### src/rtl/nand_nor_complement_bist_if.sv
// Stimulus/response bundle between the BIST engine and the NAND/NOR/complement
// logic unit: master is the BIST side, slave is the controlling/unit side.
interface nand_nor_complement_bist_if #(
    parameter int ERR_W = 11
);
    logic             start;
    logic [3:0]       dut_A;
    logic [3:0]       dut_B;
    logic [1:0]       dut_Sel;
    logic [3:0]       dut_Out;
    logic             busy;
    logic             done;
    logic             pass;
    logic [ERR_W-1:0] error_count;
    logic             fail_valid;
    logic [9:0]       fail_vec;

    modport master (
        input  start, dut_Out,
        output dut_A, dut_B, dut_Sel, busy, done, pass, error_count, fail_valid, fail_vec
    );

    modport slave (
        output start, dut_Out,
        input  dut_A, dut_B, dut_Sel, busy, done, pass, error_count, fail_valid, fail_vec
    );
endinterface

### src/rtl/nand_nor_complement_bist.sv
// Exhaustive {Sel,A,B} sweep BIST for the NAND/NOR/complement unit.
// Optional early stop on first mismatch: NAND_NOR_COMPLEMENT_BIST_STOP_ON_FAIL_EN.
module nand_nor_complement_bist #(
    parameter int SETTLE_CYCLES = 1,
    parameter int ERR_W         = 11
) (
    input  logic clk,
    input  logic rst,
    nand_nor_complement_bist_if.master bus
);

`ifdef NAND_NOR_COMPLEMENT_BIST_STOP_ON_FAIL_EN
    localparam bit STOP_ON_FAIL = 1'b1;
`else
    localparam bit STOP_ON_FAIL = 1'b0;
`endif

    localparam logic [3:0] LAST_HOLD = 4'(SETTLE_CYCLES - 1);

    typedef enum logic [1:0] {
        IDLE = 2'd0,
        RUN  = 2'd1,
        DONE = 2'd2
    } state_t;

    state_t           state;
    logic [9:0]       vec;
    logic [3:0]       hold;
    logic [ERR_W-1:0] err;
    logic [ERR_W-1:0] err_next;
    logic             busy;
    logic             done;
    logic             pass;
    logic             fail_valid;
    logic [9:0]       fail_vec;
    logic             mismatch;
    logic             last_hold;

    function automatic logic [3:0] golden(input logic [9:0] v);
        logic [1:0] sel;
        logic [3:0] a;
        logic [3:0] b;
        sel = v[9:8];
        a   = v[7:4];
        b   = v[3:0];
        case (sel)
            2'b00:   golden = ~(a & b);
            2'b01:   golden = ~(a | b);
            2'b10:   golden = ~a;
            default: golden = ~b;
        endcase
    endfunction

    function automatic logic [ERR_W-1:0] sat_inc(input logic [ERR_W-1:0] e);
        sat_inc = (e == {ERR_W{1'b1}}) ? e : e + 1'b1;
    endfunction

    always_comb begin
        mismatch  = (bus.dut_Out != golden(vec));
        last_hold = (hold == LAST_HOLD);
        err_next  = mismatch ? sat_inc(err) : err;
    end

    always_ff @(posedge clk or posedge rst) begin
        if (rst) begin
            state      <= IDLE;
            vec        <= '0;
            hold       <= '0;
            err        <= '0;
            busy       <= 1'b0;
            done       <= 1'b0;
            pass       <= 1'b0;
            fail_valid <= 1'b0;
            fail_vec   <= '0;
        end else begin
            case (state)
                IDLE, DONE: begin
                    if (bus.start) begin
                        state      <= RUN;
                        vec        <= '0;
                        hold       <= '0;
                        err        <= '0;
                        busy       <= 1'b1;
                        done       <= 1'b0;
                        pass       <= 1'b0;
                        fail_valid <= 1'b0;
                        fail_vec   <= '0;
                    end
                end
                RUN: begin
                    // Compare only once the vector has settled for its full hold time.
                    if (last_hold) begin
                        err <= err_next;
                        if (mismatch && !fail_valid) begin
                            fail_valid <= 1'b1;
                            fail_vec   <= vec;
                        end
                        if (vec == 10'h3FF || (STOP_ON_FAIL && mismatch)) begin
                            state <= DONE;
                            busy  <= 1'b0;
                            done  <= 1'b1;
                            pass  <= (err_next == '0);
                        end else begin
                            vec  <= vec + 10'd1;
                            hold <= '0;
                        end
                    end else begin
                        hold <= hold + 4'd1;
                    end
                end
                default: begin
                    state <= IDLE;
                    busy  <= 1'b0;
                    done  <= 1'b0;
                end
            endcase
        end
    end

    assign bus.dut_Sel     = vec[9:8];
    assign bus.dut_A       = vec[7:4];
    assign bus.dut_B       = vec[3:0];
    assign bus.busy        = busy;
    assign bus.done        = done;
    assign bus.pass        = pass;
    assign bus.error_count = err;
    assign bus.fail_valid  = fail_valid;
    assign bus.fail_vec    = fail_vec;

endmodule

### src/flat_wrapper.sv
// flat-port wrapper written by rule: the top's interface ports become plain ports
module nand_nor_complement_bist_flat 
#(
    parameter int SETTLE_CYCLES = 1,
    parameter int ERR_W         = 11
)
  (clk, rst, bus_start, bus_dut_Out, bus_dut_A, bus_dut_B, bus_dut_Sel, bus_busy, bus_done, bus_pass, bus_error_count, bus_fail_valid, bus_fail_vec);
  nand_nor_complement_bist_if #(.ERR_W(ERR_W)) bus_i ();
  input  logic clk;
  input  logic rst;
  input wire logic [$bits(bus_i.start)-1:0] bus_start;
  input wire logic [$bits(bus_i.dut_Out)-1:0] bus_dut_Out;
  output wire logic [$bits(bus_i.dut_A)-1:0] bus_dut_A;
  output wire logic [$bits(bus_i.dut_B)-1:0] bus_dut_B;
  output wire logic [$bits(bus_i.dut_Sel)-1:0] bus_dut_Sel;
  output wire logic [$bits(bus_i.busy)-1:0] bus_busy;
  output wire logic [$bits(bus_i.done)-1:0] bus_done;
  output wire logic [$bits(bus_i.pass)-1:0] bus_pass;
  output wire logic [$bits(bus_i.error_count)-1:0] bus_error_count;
  output wire logic [$bits(bus_i.fail_valid)-1:0] bus_fail_valid;
  output wire logic [$bits(bus_i.fail_vec)-1:0] bus_fail_vec;
  assign bus_i.start = bus_start;
  assign bus_i.dut_Out = bus_dut_Out;
  assign bus_dut_A = bus_i.dut_A;
  assign bus_dut_B = bus_i.dut_B;
  assign bus_dut_Sel = bus_i.dut_Sel;
  assign bus_busy = bus_i.busy;
  assign bus_done = bus_i.done;
  assign bus_pass = bus_i.pass;
  assign bus_error_count = bus_i.error_count;
  assign bus_fail_valid = bus_i.fail_valid;
  assign bus_fail_vec = bus_i.fail_vec;
  nand_nor_complement_bist #(.SETTLE_CYCLES(SETTLE_CYCLES), .ERR_W(ERR_W)) u_core (.clk(clk), .rst(rst), .bus(bus_i));
endmodule
### config.mk
export PLATFORM = sky130hd
export DESIGN_NAME = nand_nor_complement_bist_flat
export DESIGN_NICKNAME = d
export VERILOG_FILES = /design/src/rtl/nand_nor_complement_bist_if.sv /design/src/rtl/nand_nor_complement_bist.sv /design/src/flat_wrapper.sv
export SDC_FILE = /design/constraint.sdc
export NUM_CORES = 1
export LEC_CHECK = 0
export BUFFER_PORTS_ARGS = -buffer_cell sky130_fd_sc_hd__buf_4
export CAP_MARGIN = 0
export CORE_MARGIN = 4
export CORE_UTILIZATION = 35
export CTS_BUF_LIST = sky130_fd_sc_hd__clkbuf_16
export DETAILED_ROUTE_END_ITERATION = 16
export MAX_ROUTING_LAYER = met4
export PLACE_DENSITY = 0.61
export SYNTH_ARGS = -nofsm -noshare
export SYNTH_HDL_FRONTEND = slang
export SYNTH_SLANG_ARGS = --single-unit
### constraint.sdc
create_clock -name clk -period 6.4 [get_ports clk]
set_clock_uncertainty 0.15 [all_clocks]
set_input_delay 0.64 -clock clk [delete_from_list [all_inputs] [get_ports clk]]
set_output_delay 0.64 -clock clk [all_outputs]
set_load 0.005 [all_outputs]
==> Yosys cells after proc, flatten, opt, wreduce, memory -nomap -nowiden <==
Cells that the tools add are included.
{ "word_totals": {"input_bits": 7, "regBits": 41} }
{ "op_classes": {"n_reduce_logical": 14, "addsub": 3, "eq_ne": 13, "n_mux": 35, "n_bitwise": 6} }
{ "op_table": {"columns": ["cell", "count"], "rows": [
  ["two-way mux 10 bit", 5],
  ["two-way mux 11 bit", 4],
  ["case mux 10 bit (2 select lines)", 2],
  ["case mux 11 bit (2 select lines)", 1],
  ["inverter 4 bit", 4],
  ["two-way mux 4 bit", 3],
  ["case mux 4 bit (3 select lines)", 1],
  ["AND reduction 4 bit", 3],
  ["adder 11 x 1 -> 11 bit, second input constant", 1],
  ["equality test 11 bit, second input constant", 1],
  ["zero test 11 bit", 1],
  ["adder 10 x 1 -> 10 bit, second input constant", 1],
  ["equality test 10 bit, second input constant", 1],
  ["two-way mux 1 bit", 10],
  ["AND reduction 3 bit", 3],
  ["case mux 1 bit (2 select lines)", 4],
  ["case mux 4 bit (2 select lines)", 1],
  ["two-way mux 2 bit", 3],
  ["!= test 2 x 1 -> 1 bit, second input constant", 3],
  ["adder 4 x 1 -> 4 bit, second input constant", 1],
  ["AND 4 bit", 1],
  ["equality test 2 x 1 -> 1 bit, second input constant", 2],
  ["equality test 2 bit, second input constant", 2],
  ["zero test 2 bit", 2],
  ["other kinds (10)", 11]
]} }

==> Depth between registers and ports, before layout <==
{ "depth": {"word_depth": 9, "ltp_mapped": 8} }

==> Least setup slack after synthesis <==
Ideal clock, no wire load.
{ "synth_path": {"kind": "register to register", "startpoint": "register u_core.vec[8]", "endpoint": "register u_core.pass (netlist: u_core.bus.pass)", "arrival_time_ps": 2236, "setup_slack_ps": 3910, "stages_incl_launch_ff": 9, "required_ps": 6146, "setup_ps": 104, "n_path_buf": 1, "cell_sequence": "dfrtp_1 > buf_4 > xnor2_2 > a211o_1 > a32oi_2 > nand2_2 > a211o_1 > a22o_1 > o41ai_2"} }
{ "synth_between": {"elab_chain_cells": 8, "elab_cells_between_ends": 13} }
{ "synth_lines": {"columns": ["item", "line", "text"], "rows": [
  ["start: declaration", "nand_nor_complement_bist.sv:27", "logic [9:0] vec;"],
  ["start signal: assignment", "nand_nor_complement_bist.sv:104", "vec <= vec + 10'd1;"],
  ["equality test 2 bit (tied with other cells)", "nand_nor_complement_bist.sv:46", "case (sel)"],
  ["case mux 4 bit (3 select lines)", "nand_nor_complement_bist.sv:46", null],
  ["!= test 4 bit", "nand_nor_complement_bist.sv:59", "mismatch = (bus.dut_Out != golden(vec));"],
  ["two-way mux 11 bit", "nand_nor_complement_bist.sv:61", "err_next = mismatch ? sat_inc(err) : err;"],
  ["zero test 11 bit", "nand_nor_complement_bist.sv:102", "pass <= (err_next == '0);"],
  ["two-way mux 1 bit", "nand_nor_complement_bist.sv:98", "if (vec == 10'h3FF || (STOP_ON_FAIL && mismatch)) begin"],
  ["two-way mux 1 bit", "nand_nor_complement_bist.sv:92", "if (last_hold) begin"],
  ["case mux 1 bit (2 select lines)", "nand_nor_complement_bist.sv:76", "case (state)"],
  ["end signal: assignment", "nand_nor_complement_bist.sv:102", null],
  ["end: declaration", "nand_nor_complement_bist.sv:33", "logic pass;"]
]} }
Parallel ways exist; a longest one is shown, timed or not. The select of a mux whose other input is x is not followed.
A chain may end at the register's enable or synchronous reset.

==> Worst setup path in the final report <==
{ "layout_path": {"startpoint": "register u_core.state[0]", "endpoint": "register u_core.vec[9]"} }
{ "layout_between": {"elab_chain_cells": 4, "elab_cells_between_ends": 10} }
{ "layout_lines": {"columns": ["item", "line", "text"], "rows": [
  ["start: declaration", "nand_nor_complement_bist.sv:26", "state_t state;"],
  ["start signal: assignment", "nand_nor_complement_bist.sv:66", "state <= IDLE;"],
  ["start signal: assignment", "nand_nor_complement_bist.sv:79", "state <= RUN;"],
  ["start signal: assignment", "nand_nor_complement_bist.sv:99", "state <= DONE;"],
  ["equality test 2 bit or zero test 2 bit (tied branches)", "nand_nor_complement_bist.sv:76", null],
  ["OR reduction 2 bit", "nand_nor_complement_bist.sv:76", null],
  ["!= test 2 bit (no line) or nonzero test 2 bit (tied branches)", null, null],
  ["AND reduction 4 bit (no line)", null, null]
]} }
Parallel ways exist; a longest one is shown, timed or not.

==> flow_summary.yaml <==
clock_tree:
  cts_tree: "yes"
  ctsLongestPathBuffers: 2
  cts_resized: 0
  clkTransAtPathRegs_ns: 0.06
  insertion_delay_ns: 0.28
  numCtsBuffers: 5
  post_cts_buffers: 0
  cts_max_level: 2
  holdBufCountCts: 0
  cts-root-buf: "clkbuf_16"
  cts.sinks: 40
sta:
  fmax_mhz: 348
  setup_viol: 0
  drv_slew: 0
  fin_crit_sh: 0.449
  rsz0062_at_grt: "false"
  hold_ws_ns: 0.337
  relSlewSlack: 0.306
  period_needed_ns: 2.87
  worst_pin_slew_ns: 1.04
  fin_tns_setup_ns: 0
  hold_violations: 0
power:
  leakage_nw: 1.27
  power.density_nw_per_um2: 336
  ir_worst_vdd_mv: 0.161
critical_path:
  worst-path-max-fanout: 15
  path_class: "flop to flop"
  slowest_stage: "a2bb2oi_1"
  start_kind: "flop"
  max_stage_delay_ns: 0.62
  required_ns: 6.45
  cp.arrival_ns: 2.92
  path_cells: "nor2b_1 -> nand3_1 -> a2bb2oi_1 -> nand4_1 -> or3_1 -> a21oi_1"
  end_kind: "flop"
  critPathTopFamily: "simple AND/OR/NAND/NOR gates"
  path_buf_inv: 0
min_path:
  hp-class: "input pin to async pin"
floorplan:
  floorplan.io_pins: 42
  die_h_um: 87.7
  start_util: 0.367
  die_w_um: 87.7
  dieArea_um2: 7700
  rows: 28
  core_um2: 6060
routing:
  vias_per_cell: 5.42
  drt_iter0_drc: 159
  vias: 1967
  wire_per_inst_um: 15.1
  drt_first_pass_iters: 6
  drc: 0
  drtAntennaViolNets: 0
  totalWireLength_um: 5480
logic_synthesis:
  yosysMostFrequentCell: "nand2_1"
  yosys.area.top_type_share: 0.450
  synth.net_count: 260
  synth_area_um2: 2230
  yosysWarnings: 0
  synth_ff_type: "dfrtp_1"
  yosys.cell_types.count: 44
  synth_edf_count: 0
  synthArstFlopShare: 1.00
  synth_common_cells: "nand2_1 (42), dfrtp_1 (40), o21ai_0 (22), nand3_1 (14), nor2_1 (13)"
  syn_inst: 249
  synth_seq_cells: 40
  seq_area_frac_synth: 0.450
  synth_top_cell_by_area: "dfrtp_1"
  netlist_top_cells_area: "dfrtp_1 (45%), nand2_1 (7.1%), o21ai_0 (4.9%), nand3_1 (3.1%), xnor2_1 (2.8%)"
  syn_area_per_cell_um2: 8.94
placed_design:
  dp.final_hpwl_um: 4030
  finalWeightedCongestion: 0.833
  portBuffers: 41
layout:
  drive_above_1_share: 0.201
  nNetsFinal: 298
  antennaDiodeCount: 0
  area_growth_pct: 22.7
grt:
  grt-ovfl-total: 0
  grt_pass1_vias: 1848
  grt_use_total: 0.158
  grt_max_degree: 41
  grt_antenna_before_repair: 0
  grt_pass1_wl_um: 9390
flow_run:
  cap_violations: 0
outcome:
  status: "complete, no violations"
[worst register-to-register path, cell delays in order, from the launching register on]
cell,delay [ns]
dfrtp_1,0.40
nor2b_1,0.32
nand3_1,0.46
a2bb2oi_1,0.62
nand4_1,0.30
or3_1,0.38
a21oi_1,0.16
[where the power goes]
group | internal [mW] | switching [mW]
combinational | 0.143 | 0.155
sequential | 0.308 | 0.0756
clock | 0.140 | 0.0963
[worst paths after layout]
| kind | startpoint | endpoint | slack (ns) | cells after the start |
|---|---|---|---|---|
| min in group clk | u_core.bus.pass | u_core.bus.pass | 0.36 | 2 |
| worst min register to register | u_core.bus.pass | u_core.bus.pass | 0.36 | 2 |
| worst max register to register | u_core.state[0] | u_core.vec[9] | 3.53 | 6 |
| worst min-delay path | rst | u_core.bus.fail_vec[0] | 0.34 | 3 |
| worst max-delay path | u_core.state[0] | u_core.vec[9] | 3.53 | 6 |
| max in group asynchronous | rst | u_core.vec[9] | 5.41 | 3 |
[metrics by stage]
| step | instances | setup WS (ns) | cell area (um2) | utilization | total power, mW |
|---|---|---|---|---|---|
| floorplan | 249 | 3.91 | 2230 | - | 0.558 |
| global placement | 355 | 3.64 | 2590 | 0.428 | 0.687 |
| detailed placement | 355 | 3.53 | 2590 | 0.428 | 0.688 |
| CTS | 363 | 3.52 | 2730 | 0.451 | 0.927 |
| global route | 363 | 3.13 | 2730 | 0.451 | 0.987 |
| finish | 363 | 3.53 | 2730 | 0.451 | 0.918 |
[per-layer routing]
metal	vias to the layer above	share of wire	global-route usage
met2	42	0.47	0.240
met5	-	0	-
met3	6	0.044	0.0292
met1	942	0.47	0.218
li1	977	-	-
met4	0	0.012	0.0418
[flip-flops by register name, indices dropped and copies added (netlist names)]
| register | count |
|---|---|
| u_core.bus.error_count | 11 |
| u_core.bus.fail_vec | 10 |
| u_core.vec | 10 |
| u_core.hold | 4 |
| u_core.bus.busy | 1 |
| u_core.bus.done | 1 |
| u_core.bus.fail_valid | 1 |
| u_core.bus.pass | 1 |
| u_core.state | 1 |
[cell type report]
type                    count  area (um2)
inverters                  10        37.5
clock inverters             3        11.3
flip-flops and latches     40        1000
well taps                  75        93.8
fillers                   609        3330
clock buffers               5         125
multi-input cells         188        1150
repair buffers             42         315
[layout by cell type, fill, tap and decap left out, types with 2 or more instances in the layout]
| cell | count |
|---|---|
| a31oi_1 | 5 |
| a22o_1 | 2 |
| nand3_1 | 14 |
| a21oi_1 | 11 |
| and2_1 | 2 |
| or3_1 | 3 |
| and4_1 | 2 |
| mux2_2 | 2 |
| and3_1 | 7 |
| xor2_1 | 2 |
| ha_1 | 4 |
| nand2_1 | 42 |
| nor3_1 | 4 |
| nor2b_1 | 4 |
| dfrtp_1 | 40 |
| mux2i_1 | 4 |
| inv_1 | 12 |
| a22oi_1 | 2 |
| a32oi_2 | 2 |
| a211o_1 | 5 |
| o21ai_0 | 22 |
| nand4_1 | 9 |
| xnor2_1 | 7 |
| a21o_1 | 3 |
| nor2_1 | 13 |
| buf_4 | 42 |
| clkbuf_16 | 5 |
[logic make-up after synthesis]
family | count (synthesis) | synth area share
buffers and inverters | 21 | 0.0371
adders and majority gates | 4 | 0.0225
xor gates and xnor gates | 10 | 0.0427
AOI/OAI and AO/OA | 65 | 0.200
DFF | 40 | 0.450
muxes | 6 | 0.0281
and+or+nand+nor | 103 | 0.220
Note: power is estimated with default switching activity, not from simulation.
